===== src/rtl/multi_ema_trader.sv =====
// Per-symbol dual-EMA crossover trader: fixed-point EMAs, warmup gating,
// position limits and a show-ahead output queue with drop counting.
module multi_ema_trader #(
    parameter int PRICE_W    = 16,
    parameter int NUM_SYM    = 4,
    parameter int SHORT_SH   = 3,
    parameter int LONG_SH    = 6,
    parameter int WARMUP     = 200,
    parameter int THRESH     = 65536,
    parameter int QTY        = 50,
    parameter int POS_LIM    = 4,
    parameter int FIFO_DEPTH = 4,
    localparam int SYM_W     = (NUM_SYM > 1) ? $clog2(NUM_SYM) : 1
) (
    input  logic                    clk,
    input  logic                    rst,
    input  logic [PRICE_W-1:0]      price_in,
    input  logic [SYM_W-1:0]        sym_in,
    input  logic                    price_valid,
    input  logic                    enable,
    output logic [16+PRICE_W-1:0]   trade_word,
    output logic [SYM_W-1:0]        trade_sym,
    output logic                    trade_valid,
    input  logic                    trade_ready,
    output logic [15:0]             drop_cnt
);

    localparam int EW     = PRICE_W + 17;
    localparam int CNT_W  = $clog2(WARMUP + 2);
    localparam int POS_W  = $clog2(POS_LIM + 1) + 2;
    localparam int AW     = (FIFO_DEPTH > 1) ? $clog2(FIFO_DEPTH) : 1;
    localparam int WORD_W = 16 + PRICE_W;
    localparam int ENT_W  = SYM_W + WORD_W;

    localparam logic signed [EW-1:0]    THR_P     = EW'(THRESH);
    localparam logic signed [EW-1:0]    THR_N     = -THR_P;
    localparam logic signed [POS_W-1:0] POS_MAX   = POS_W'(POS_LIM);
    localparam logic signed [POS_W-1:0] POS_MIN   = -POS_MAX;
    localparam logic signed [POS_W-1:0] POS_ONE   = POS_W'(1);
    localparam logic [CNT_W-1:0]        CNT_MAX   = CNT_W'(WARMUP);
    localparam logic [SYM_W:0]          SYM_LIM   = (SYM_W + 1)'(NUM_SYM);
    localparam logic [AW:0]             FIFO_FULL = (AW + 1)'(FIFO_DEPTH);
    localparam logic [AW-1:0]           PTR_LAST  = AW'(FIFO_DEPTH - 1);
    localparam logic [14:0]             QTY_F     = 15'(QTY);

    logic signed [EW-1:0]    ema_s_r [NUM_SYM];
    logic signed [EW-1:0]    ema_l_r [NUM_SYM];
    logic signed [EW-1:0]    diff_r  [NUM_SYM];
    logic [CNT_W-1:0]        cnt_r   [NUM_SYM];
    logic signed [POS_W-1:0] pos_r   [NUM_SYM];

    logic [ENT_W-1:0] fifo_mem [FIFO_DEPTH];
    logic [AW-1:0]    wr_ptr, rd_ptr;
    logic [AW:0]      fifo_cnt;
    logic [15:0]      drop_cnt_r;

    logic                    sample, seed, warm;
    logic signed [EW-1:0]    p_ext, cur_s, cur_l, cur_d, dlt_s, dlt_l, ns, nl, nd;
    logic signed [POS_W-1:0] pos_cur;
    logic                    buy_c, sell_c, issue_buy, issue_sell, issue;
    logic                    fifo_full, pop, push, drop;
    logic [ENT_W-1:0]        new_ent, head;

    function automatic logic [AW-1:0] ptr_next(input logic [AW-1:0] p);
        return (p == PTR_LAST) ? '0 : p + 1'b1;
    endfunction

    // Candidate evaluation uses the selected symbol's pre-edge state, so
    // consecutive samples on one symbol always chain through stored values.
    always_comb begin
        sample  = price_valid && ({1'b0, sym_in} < SYM_LIM);
        p_ext   = {1'b0, price_in, 16'b0};
        cur_s   = ema_s_r[sym_in];
        cur_l   = ema_l_r[sym_in];
        cur_d   = diff_r[sym_in];
        pos_cur = pos_r[sym_in];
        seed    = (cnt_r[sym_in] == '0);
        warm    = (cnt_r[sym_in] >= CNT_MAX);
        dlt_s   = p_ext - cur_s;
        dlt_l   = p_ext - cur_l;
        ns      = cur_s + (dlt_s >>> SHORT_SH);
        nl      = cur_l + (dlt_l >>> LONG_SH);
        nd      = ns - nl;
        buy_c   = !seed && (cur_d < THR_P) && (nd >= THR_P);
        sell_c  = !seed && (cur_d > THR_N) && (nd <= THR_N);
        issue_buy  = sample && warm && enable && buy_c  && (pos_cur < POS_MAX);
        issue_sell = sample && warm && enable && sell_c && (pos_cur > POS_MIN);
        issue   = issue_buy || issue_sell;
        new_ent = {sym_in, issue_buy, QTY_F, price_in};
    end

    assign trade_valid = (fifo_cnt != '0);
    assign fifo_full   = (fifo_cnt == FIFO_FULL);
    assign pop         = trade_valid && trade_ready;
    assign push        = issue && (!fifo_full || pop);
    assign drop        = issue && fifo_full && !pop;
    assign head        = fifo_mem[rd_ptr];
    assign trade_word  = trade_valid ? head[WORD_W-1:0] : '0;
    assign trade_sym   = trade_valid ? head[ENT_W-1 -: SYM_W] : '0;
    assign drop_cnt    = drop_cnt_r;

    always_ff @(posedge clk) begin
        if (rst) begin
            for (int i = 0; i < NUM_SYM; i++) begin
                ema_s_r[i] <= '0;
                ema_l_r[i] <= '0;
                diff_r[i]  <= '0;
                cnt_r[i]   <= '0;
                pos_r[i]   <= '0;
            end
            wr_ptr     <= '0;
            rd_ptr     <= '0;
            fifo_cnt   <= '0;
            drop_cnt_r <= '0;
        end else begin
            if (sample) begin
                if (seed) begin
                    ema_s_r[sym_in] <= p_ext;
                    ema_l_r[sym_in] <= p_ext;
                    diff_r[sym_in]  <= '0;
                end else begin
                    ema_s_r[sym_in] <= ns;
                    ema_l_r[sym_in] <= nl;
                    diff_r[sym_in]  <= nd;
                end
                if (!warm) begin
                    cnt_r[sym_in] <= cnt_r[sym_in] + 1'b1;
                end
                if (push) begin
                    pos_r[sym_in] <= issue_buy ? pos_cur + POS_ONE : pos_cur - POS_ONE;
                end
            end
            if (push) begin
                wr_ptr <= ptr_next(wr_ptr);
            end
            if (pop) begin
                rd_ptr <= ptr_next(rd_ptr);
            end
            case ({push, pop})
                2'b10:   fifo_cnt <= fifo_cnt + 1'b1;
                2'b01:   fifo_cnt <= fifo_cnt - 1'b1;
                default: fifo_cnt <= fifo_cnt;
            endcase
            if (drop && (drop_cnt_r != 16'hFFFF)) begin
                drop_cnt_r <= drop_cnt_r + 16'd1;
            end
        end
    end

    // Storage needs no reset: the occupancy count alone defines valid entries.
    always_ff @(posedge clk) begin
        if (!rst && push) begin
            fifo_mem[wr_ptr] <= new_ent;
        end
    end

endmodule

===== config.mk =====
export PLATFORM = sky130hd
export DESIGN_NAME = multi_ema_trader
export DESIGN_NICKNAME = d
export VERILOG_FILES = /design/src/rtl/multi_ema_trader.sv
export SDC_FILE = /design/constraint.sdc
export NUM_CORES = 1
export LEC_CHECK = 0
export ABC_CLOCK_PERIOD_IN_PS = 17800
export CAP_MARGIN = 20
export CORE_MARGIN = 1
export CORE_UTILIZATION = 30
export CTS_CLUSTER_SIZE = 16
export DETAILED_ROUTE_END_ITERATION = 7
export HOLD_SLACK_MARGIN = 0.1
export SLEW_MARGIN = 20
export SYNTH_ARGS = -nofsm -noshare
export SYNTH_HDL_FRONTEND = slang
export SYNTH_SLANG_ARGS = --single-unit

===== constraint.sdc =====
create_clock -name clk -period 17.8 [get_ports clk]
set_input_delay 3.56 -clock clk [delete_from_list [all_inputs] [get_ports clk]]
set_output_delay 3.56 -clock clk [all_outputs]
set_load 0.01 [all_outputs]

==> results of run 1 <==
==> worst paths after layout <==
check / to / cells past startpoint / slack [ns] / start
worst max-delay path: fifo_cnt[2] / 35 / 4.74 / sym_in[0]
worst min-delay path: rd_ptr[1] / 2 / 0.48 / rd_ptr[1]
worst max register to register: fifo_cnt[2] / 33 / 8.38 / ema_l_r[2][3]
worst min register to register: rd_ptr[1] / 2 / 0.48 / rd_ptr[1]
==> layer usage <==
metal / global-route usage [%] / wire [µm]
met4: 4.09 / 1840
met3: 2.26 / 4280
met2: 25.3 / 36400
met5: 0 / 0
met1: 20.1 / 35800
==> registers in the layout (all words and copies together) (netlist names), named ones only <==
| signal | count |
|---|---|
| rd_ptr | 2 |
| wr_ptr | 2 |
| fifo_mem | 76 |
| ema_s_r | 132 |
| diff_r | 132 |
| ema_l_r | 132 |
| fifo_cnt | 3 |
| drop_cnt | 16 |
| cnt_r | 32 |
| pos_r | 20 |
==> critical path, delay by kind of cell <==
family,cells,cell delay [ns]
AO/OA/AOI/OAI,14,3.67
multiplexers,1,0.61
XOR/XNOR,3,0.56
adder cells (fa/ha/maj),3,1.24
buffers and inverters,2,0.88
AND/OR/NAND/NOR,12,2.96
==> area by class of cell <==
class	count	share of cell area [%]
Inverter	181	1.94
Tap cell	1368	4.89
Multi-Input combinational cell	1869	39.2
Clock buffer	69	4.29
Timing Repair Buffer	90	2.35
Clock inverter	36	1.04
Sequential cell	549	46.3
==> cell families after synthesis <==
group	Yosys count	share of synthesized area (%)
xor+xnor	163	4.71
mux	130	8.85
buf+inv	320	4.14
flops	549	52.2
fa+ha+maj	156	6.39
compound gates	459	9.64
simple gates	949	14.1
other cells	1	0.0121
==> layout by cell type, fill, tap and decap left out, drive strengths merged, types with 24 or more instances in the layout <==
cell and instances:
xnor2 91, o21bai 24, nor2 452, a21oi 149
clkbuf 69, edfxtp 524, nand2b 54, clkdlybuf4s50 58
nand4 26, a21o 68, and2 34, ha 151
nor3 61, nor4 24, o21ai 84, clkinv 26
mux4 115, xor2 71, dfxtp 25, buf 32
nand3 42, inv 182, nand2 165
==> metrics by stage <==
stage,instances,utilization (%),total power [mW],cell area [µm²]
floorplan,2738,-,3.51,31200
global placement,4057,32.4,4.16,33200
detailed placement,4057,32.4,4.16,33200
CTS,4162,34.2,5.37,35000
global route,4162,34.2,5.73,35000
finish,4162,34.2,5.36,35000
==> report_power, final <==
part	leakage (nW)	switching (mW)	internal [mW]
Combinational	6.78	1.60	0.982
Clock	0.899	0.512	0.689
Sequential	5.54	0.0276	1.55
Total	13.2	2.14	3.22
==> out/metrics.csv, run 1 <==
metric,value,unit
outcome,"complete, no violations",
top-area cell type share of the netlist area,50.6,%
number of synthesized register bits,549,
die area,105000,µm²
Synthesis Warnings,0,
crit path time final,13.06,ns
largest area contributor in the netlist,edfxtp_1,
clock sink total,549,
Pwr per Cell Area,153,nW/µm²
P&R area growth vs syn,12.6,%
clk slew on worst S/H paths,0.06,ns
post_cts resized,0,
leakage power,13.2,nW
CTS HTree Levels,2,
Nets,2927,
Max VDD drop,117,µV
most frequent cells after synthesis,"524 x edfxtp_1, 452 x nor2_1, 181 x inv_1, 165 x nand2_1, 151 x ha_1",
Max Cap Viol,0,
Global Route Usage Sum,15.0,%
Crit Path Class,input pin to flip-flop,
critical path required time,18.29,ns
Post-CTS Setup Inserts,0,
post-synth cell types,89,
DRC viols,0,
CTS Buffer Depth,3,
CP max stage delay,0.61,ns
Peak Freq,76.6,MHz
Tcrit/Tclk final,73.3,%
# rows,117,
largest net degree at the start of global routing,69,
ratio of cells with drive above 1 in the final layout,9.66,%
sequential fraction of the synthesis area,52.2,%
area of the multi-input gates,13700,µm²
Slew @ Worst Pin,1.09,ns
Worst slew margin,27.3,%
top-level I/O count,74,
CTS tree,built,
die height,324,µm
Routed Antenna Nets,0,
DRT Wirelength,78.4,mm
Final GP Congestion,0.873,
CP max-delay cell,mux4_2,
Synth area leaders,"edfxtp_1 51%, mux4_2 8.3%, ha_1 6.1%, nor2_1 5.5%, xnor2_1 2.5%",
ys async rst share,0,%
Final WS setup,4.74,ns
Slew Limit Fails,0,
most common cell in the synthesized netlist,edfxtp_1,
width of the die,324,µm
number of port buffers,61,
TritonCTS Buffers,57,
vias in the first global route,21100,
ys flop type,edfxtp_1,
Startpoint Class,input pin,
clock tree root buffer cell,clkbuf_16,
Reg area,16200,µm²
antenna violations before repair,2,
1st-iter DRT viols,1630,
cts hold-fix bufs,0,
Vias,20900,
setup total negative slack,0,ns
Fin. Hold Viols,0,
first-pass GRT wire length,122,mm
Routed WL per cell,18.8,µm
"EDFF count, synth",524,
WHS,0.485,ns
core area,102000,µm²
syn avg cell area,11.4,µm²
endpoint class of the critical path,flip-flop,
unrepaired setup endpoints after global routing,false,
HPWL after detailed placement,52.7,mm
grt total ovfl,0,
Fillers,10100,
Post-Syn Area,31100,µm²
data arrival time of the worst path,13.54,ns
Worst Path Max Fanout,30,
clk_skew,0.0330,ns
"worst slack, placed",4.19,ns
hold crit path type,flip-flop to flip-flop,
Clock Latency Late Sink,0.63,ns
Syn Inst Count,2727,
final setup violation count,0,
Starting Density,30.4,%
Antenna Diode Count,0,
Vias/cell,5.01,
router iterations before antenna repair,7,
(Power assumes the default switching activity.)
==> inputs of run 2 (changes only) <==
--- a/config.mk
+++ b/config.mk
@@ -5,7 +5,7 @@
 export SDC_FILE = /design/constraint.sdc
 export NUM_CORES = 1
 export LEC_CHECK = 0
-export ABC_CLOCK_PERIOD_IN_PS = 17800
+export ABC_CLOCK_PERIOD_IN_PS = 11700
 export CAP_MARGIN = 20
 export CORE_MARGIN = 1
 export CORE_UTILIZATION = 30
==> constraint.sdc (replaced) <==
create_clock -name clk -period 11.7 [get_ports clk]
set_input_delay 2.34 -clock clk [delete_from_list [all_inputs] [get_ports clk]]
set_output_delay 2.34 -clock clk [all_outputs]
set_load 0.01 [all_outputs]
==> run 2 against run 1 <==
Clock-buffer cell count decreased by 2. Largest power group unchanged. Largest cell class unchanged. First-iteration DRC count grew 1.1%. Wire length grew 1.3%. Critical path type unchanged.
==> out/metrics.csv, run 2 (synthesis results as in run 1) <==
metric,value,unit,change
die height,324,µm,unchanged
Nets,2950,,+0.79%
Vias/cell,5.03,,+0.39%
fin cells,4188,,+0.62%
Routed Antenna Nets,0,,unchanged
clk slew on worst S/H paths,0.06,ns,about the same
crit path time final,10.89,ns,
reg2reg setup slack,2.60,ns,-5.78 ns
switching part of the total,39.7,%,-0.22 points
Fillers,10100,,-0.56%
setup total negative slack,0,ns,unchanged
Worst Path Max Fanout,32,,+6.7%
CTS HTree Levels,2,,unchanged
ratio of cells with drive above 1 in the final layout,10.6,%,+0.90 points
# rows,117,,unchanged
worst r2r src,ema_l_r[3][3],,
die area,105000,µm²,unchanged
data arrival time of the worst path,11.38,ns,-2.16 ns
post_cts resized,0,,unchanged
grt total ovfl,0,,unchanged
Placed Cells,4076,,+0.47%
Max VDD drop,171,µV,+46%
vias in the first global route,21100,,-0.024%
number of port buffers,61,,unchanged
Slew Limit Fails,0,,unchanged
Buf/Inv on CP,3,,+1
sequential power share,28.9,%,-0.5 points
Vias,21100,,+1.0%
top flop regs,"diff_r (132), ema_l_r (132), ema_s_r (132)",,
Finished Core Util,34.5,%,+0.30 points
outcome,"complete, no violations",,
Global Route Usage Sum,15.2,%,+0.18 points
hold depth,2,,unchanged
hold path endpoint,rd_ptr[1],,
Antenna Diode Count,0,,unchanged
"worst slack, placed",0.252,ns,-3.94 ns
CTS Buffer Depth,3,,unchanged
Worst slew margin,32.0,%,+4.7 points
endpoint class of the critical path,flip-flop,,
HPWL after detailed placement,53.9,mm,+2.3%
final setup violation count,0,,unchanged
"commonest cells after routing, fill and taps aside","524 x edfxtp_1, 451 x nor2_1, 181 x inv_1, 163 x nand2_1, 151 x ha_1",,
clk_skew,0.0324,ns,-0.000609 ns
Top delay family on crit path,compound AO/OA/AOI/OAI gates,,
clock tree root buffer cell,clkbuf_16,,
CP max-delay cell,mux4_2,,
router iterations before antenna repair,8,,+1
Final GP Congestion,0.905,,+3.7%
antenna violations before repair,1,,-1
Final WS setup,0.811,ns,-3.93 ns
Combinational Power Share,48.5,%,+0.3 points
Power Total,8.32,mW,+55%
first-pass GRT wire length,123,mm,+0.59%
Slew @ Worst Pin,1.02,ns,-0.0653 ns
CTS tree,built,,
Clock power frac,22.6,%,+0.2 points
DRT Wirelength,79.5,mm,+1.3%
Int Power,5.02,mW,+56%
P&R area growth vs syn,13.6,%,
hold wc startpoint,rd_ptr[1],,
core area,102000,µm²,unchanged
Max Cap Viol,0,,unchanged
CP max stage delay,0.58,ns,-0.03 ns
critical path required time,12.19,ns,-6.10 ns
reg2reg end,fifo_cnt[2],,
largest net degree at the start of global routing,74,,+7.2%
width of the die,324,µm,unchanged
Fin. Hold Viols,0,,unchanged
leakage power,13.4,nW,+1.3%
Worst R2R Path Depth,35,,+6.1%
DRC viols,0,,unchanged
Routed WL per cell,19.0,µm,+0.72%
Starting Density,30.4,%,unchanged
Peak Freq,91.8,MHz,
Crit Path Class,input pin to flip-flop,,
Post-CTS Setup Inserts,0,,unchanged
Startpoint Class,input pin,,
Net Switching,3.30,mW,+54%
Tcrit/Tclk final,93.1,%,
TritonCTS Buffers,60,,+5.3%
hold crit path type,flip-flop to flip-flop,,
"most common cell after layout, fill and taps aside",edfxtp_1,,
cts hold-fix bufs,0,,unchanged
1st-iter DRT viols,1648,,+1.1%
clock sink total,549,,unchanged
Pwr per Cell Area,235,nW/µm²,+54%
unrepaired setup endpoints after global routing,false,,
Clock Latency Late Sink,0.64,ns,about the same
top-level I/O count,74,,unchanged
run 2: changes by cell type in the layout (fill, tap and decap cells not counted), sizes merged:
cell      change
buf          +19
bufinv        +1
clkbuf        -1
clkinv        +9
clkinvlp      -2
run 2: how the worst max path moves through the flow:
stage,from,end,slack [ns],depth (start not counted)
6_report,sym_in[0],fifo_cnt[2],0.81,36
5_1_grt,sym_in[0],pos_r[2][4],0.03,36
4_1_cts,sym_in[0],pos_r[2][4],0.81,39
3_5_place_dp,sym_in[0],pos_r[2][4],0.25,39
3_3_place_gp,sym_in[0],pos_r[2][4],0.37,37
2_1_floorplan,sym_in[1],fifo_mem[0][0],-0.007,41
run 2: tightest hold or removal path: cells and delay by family, from the launching register on:
kind	cells	cell delay (ns)
flip-flops	1	0.31
AO/OA/AOI/OAI	1	0.07
AND/OR/NAND/NOR	1	0.05
run 2: cell type report:
class	instances	area, µm²	share of cell area [%]
Clock inverter	44	427	1.21
Inverter	181	679	1.92
Tap cell	1368	1710	4.84
Timing Repair Buffer	110	1020	2.88
Clock buffer	67	1530	4.32
Sequential cell	549	16200	45.9
Multi-Input combinational cell	1869	13700	38.9
run 2: per-layer routing:
| layer | wire [µm] | global-route usage [%] |
|---|---|---|
| met5 | 0 | 0 |
| met4 | 2730 | 5.50 |
| met3 | 4560 | 2.24 |
| met2 | 37200 | 25.5 |
| met1 | 34900 | 19.8 |
run 2: stage by stage:
step	instance area, µm²	hold WS, ns
floorplan	31200	0.454
global placement	33400	0.472
detailed placement	33400	0.479
CTS	35300	0.487
global route	35300	0.515
finish	35300	0.484
run 2: power by group through the flow:
stage / Sequential (mW) / Clock [mW] / Combinational [mW]
after floorplan: 2.43 / 0 / 2.93
final: 2.40 / 1.88 / 4.04
after global placement: 2.44 / 0 / 4.00
after detailed placement: 2.44 / 0 / 3.97
after global routing: 2.42 / 1.99 / 4.46
after CTS: 2.40 / 1.92 / 4.01
==> edit, RTL diff (flow settings as in run 2) <==
`FIFO_DEPTH`: 4 -> 2.
--- a/src/rtl/multi_ema_trader.sv
+++ b/src/rtl/multi_ema_trader.sv
@@ -10,5 +10,5 @@
     parameter int QTY        = 50,
     parameter int POS_LIM    = 4,
-    parameter int FIFO_DEPTH = 4,
+    parameter int FIFO_DEPTH = 2,
     localparam int SYM_W     = (NUM_SYM > 1) ? $clog2(NUM_SYM) : 1
 ) (
Check against the original RTL: same outputs for any inputs over 10 cycles, from zero or initial values and one cycle with rst high; that may be too few to reach the edited logic, so the function may still have changed.
==> edit against run 2 <==
  * Wire length shrank 2.6%
  * Combinational power shrank 1%
  * Synthesized area shrank 5.0%
  * Fmax grew 1.7%
  * Design area shrank 4.9%
  * Sequential cell count shrank 42
  * Worst setup slack gained 0.18 ns
  * Power shrank 4.0%
  * Synthesized cell count shrank 2.4%
  * Largest power group unchanged
==> edit: results (changes against run 2) <==
status: "complete, no violations"
cp_slowest_cell: "mux4_2"
yosys-top-cells-area: "edfxtp_1 (49%), mux4_2 (7.3%), ha_1 (6.2%)"
cts_inserted_buffers: 55  # -8.3%
cts_resized: 0  # unchanged
nets: 2908  # -1.4%
cts_setup_buffers: 0  # unchanged
ff2ff_setup_slack_ns: 2.66  # +0.06 ns
grt_pass1_vias: 20500  # -2.7%
dp_hpwl_um: 53900  # about the same
startpoint: "sym_in[0]"
ys_warn_count: 0  # unchanged
p_leak_nw: 12.8  # -4.6%
antenna_found_initial: 0  # -1
timing.rr.start: "ema_l_r[2][16]$_SDFFCE_PN0P_"
dp.cells: 3953  # -3.0%
wl_per_cell_um: 19.1  # +0.57%
skew_ns: 0.0251  # -0.00728 ns
post-place-ws_ns: 0.349  # +0.0969 ns
critical_path_arrival_ns: 11.05  # -0.33 ns
hold_path.class: "flop to flop"
grtUsageTotal_pct: 15.3  # +0.11 points
path_max_fanout: 12  # -63%
grt_max_degree: 68  # -8.1%
clk_path_buf_depth: 3  # unchanged
max_slew.worst_pin.slew_ns: 1.09  # +0.0702 ns
critPathTopFamily: "compound AO/OA/AOI/OAI gates"
synth_common_cells: "edfxtp_1 (486), nor2_1 (486), nand2_1 (178), inv_1 (161), ha_1 (147)"
r2r-end: "pos_r[0][4]$_SDFFCE_PN0P_"
synth_edf_count: 486  # -7.3%
min_from: "drop_cnt[14]$_SDFFE_PP0P_"
largestRegisters: "diff_r: 132 flops, ema_l_r: 132 flops, ema_s_r: 132 flops"
cts.clk_slew.worst_paths_ns: 0.06  # about the same
clock_latency_ns: 0.63
final_layout_size_suffix_gt1_share_pct: 10.8  # +0.27 points
p_clk_share_pct: 22.2  # -0.4 points
internal_power_mw: 4.77  # -5.0%
dpl_cell_area_um2: 31800  # -4.7%
reg2reg_depth: 40  # +14%
crit_end: "pos_r[0][3]$_SDFFCE_PN0P_"
routabilityCongestion: 0.892  # -1.4%
wl_um: 77400  # -2.6%
setup_slack_ns: 0.988  # +0.177 ns
syn_avg_cell_area_um2: 11.1  # -2.6%
grt_pass1_wl_um: 118000  # -3.7%
vdd_ir_drop_max_uv: 144  # -16%
drt_iter0_drc: 1661  # +0.79%
htreeDepth: 2  # unchanged
yosysUniqueCellTypes: 100  # +12%
firstDrtPassIters: 5  # -3
netSwitchingFraction_pct: 40.3  # +0.64 points
cts-root-buf: "clkbuf_16"
viasPerCell: 5.13  # +1.9%
powerComb_mw: 3.99  # -1%
synth-seq-area-share_pct: 50.8  # -1.4 points
edit: cells by family (layout without fill, tap and decap cells):
| group | after synthesis | after routing | share of synthesized area, % |
|---|---|---|---|
| simple gates | 986 | 986 | 15.3 |
| fa+ha+maj | 151 | 151 | 6.49 |
| mux | 123 | 123 | 8.23 |
| flops | 507 | 507 | 50.8 |
| compound gates | 472 | 472 | 10.7 |
| other cells | 1 | 12 | 0.0127 |
| buf+inv | 276 | 382 | 3.87 |
| xor+xnor | 145 | 145 | 4.56 |
edit: routing by layer:
metal / routed length [um] / part of all wire (%) / up-vias / global-route usage (%)
met1: 34700 / 45 / 10300 / 20.8
met5: 0 / 0 / - / 0
met4: 1710 / 2.2 / 0 / 3.95
met3: 4010 / 5.2 / 96 / 1.80
li1: - / - / 9872 / -
met2: 36900 / 48 / 547 / 25.8
edit: cell type report:
type / instances / area [um2]
fill: 9578 / 63500
sequential: 507 / 15000
multi-input combinational: 1889 / 13500
clock buffer: 64 / 1450
inverter: 163 / 612
tap: 1276 / 1600
clock inverter: 37 / 382
timing repair buffer: 118 / 1050
edit: how the worst min path moves through the flow:
| stage | end | slack, ns | cells past startpoint |
|---|---|---|---|
| after global placement | drop_cnt[10]$_SDFFE_PP0P_ | 0.48 | 2 |
| after detailed placement | drop_cnt[14]$_SDFFE_PP0P_ | 0.49 | 2 |
| after global routing | drop_cnt[5]$_SDFFE_PP0P_ | 0.53 | 2 |
| final | drop_cnt[14]$_SDFFE_PP0P_ | 0.49 | 2 |
| after CTS | drop_cnt[14]$_SDFFE_PP0P_ | 0.50 | 2 |
| after floorplan | fifo_cnt[1]$_SDFFE_PP0P_ | 0.48 | 2 |
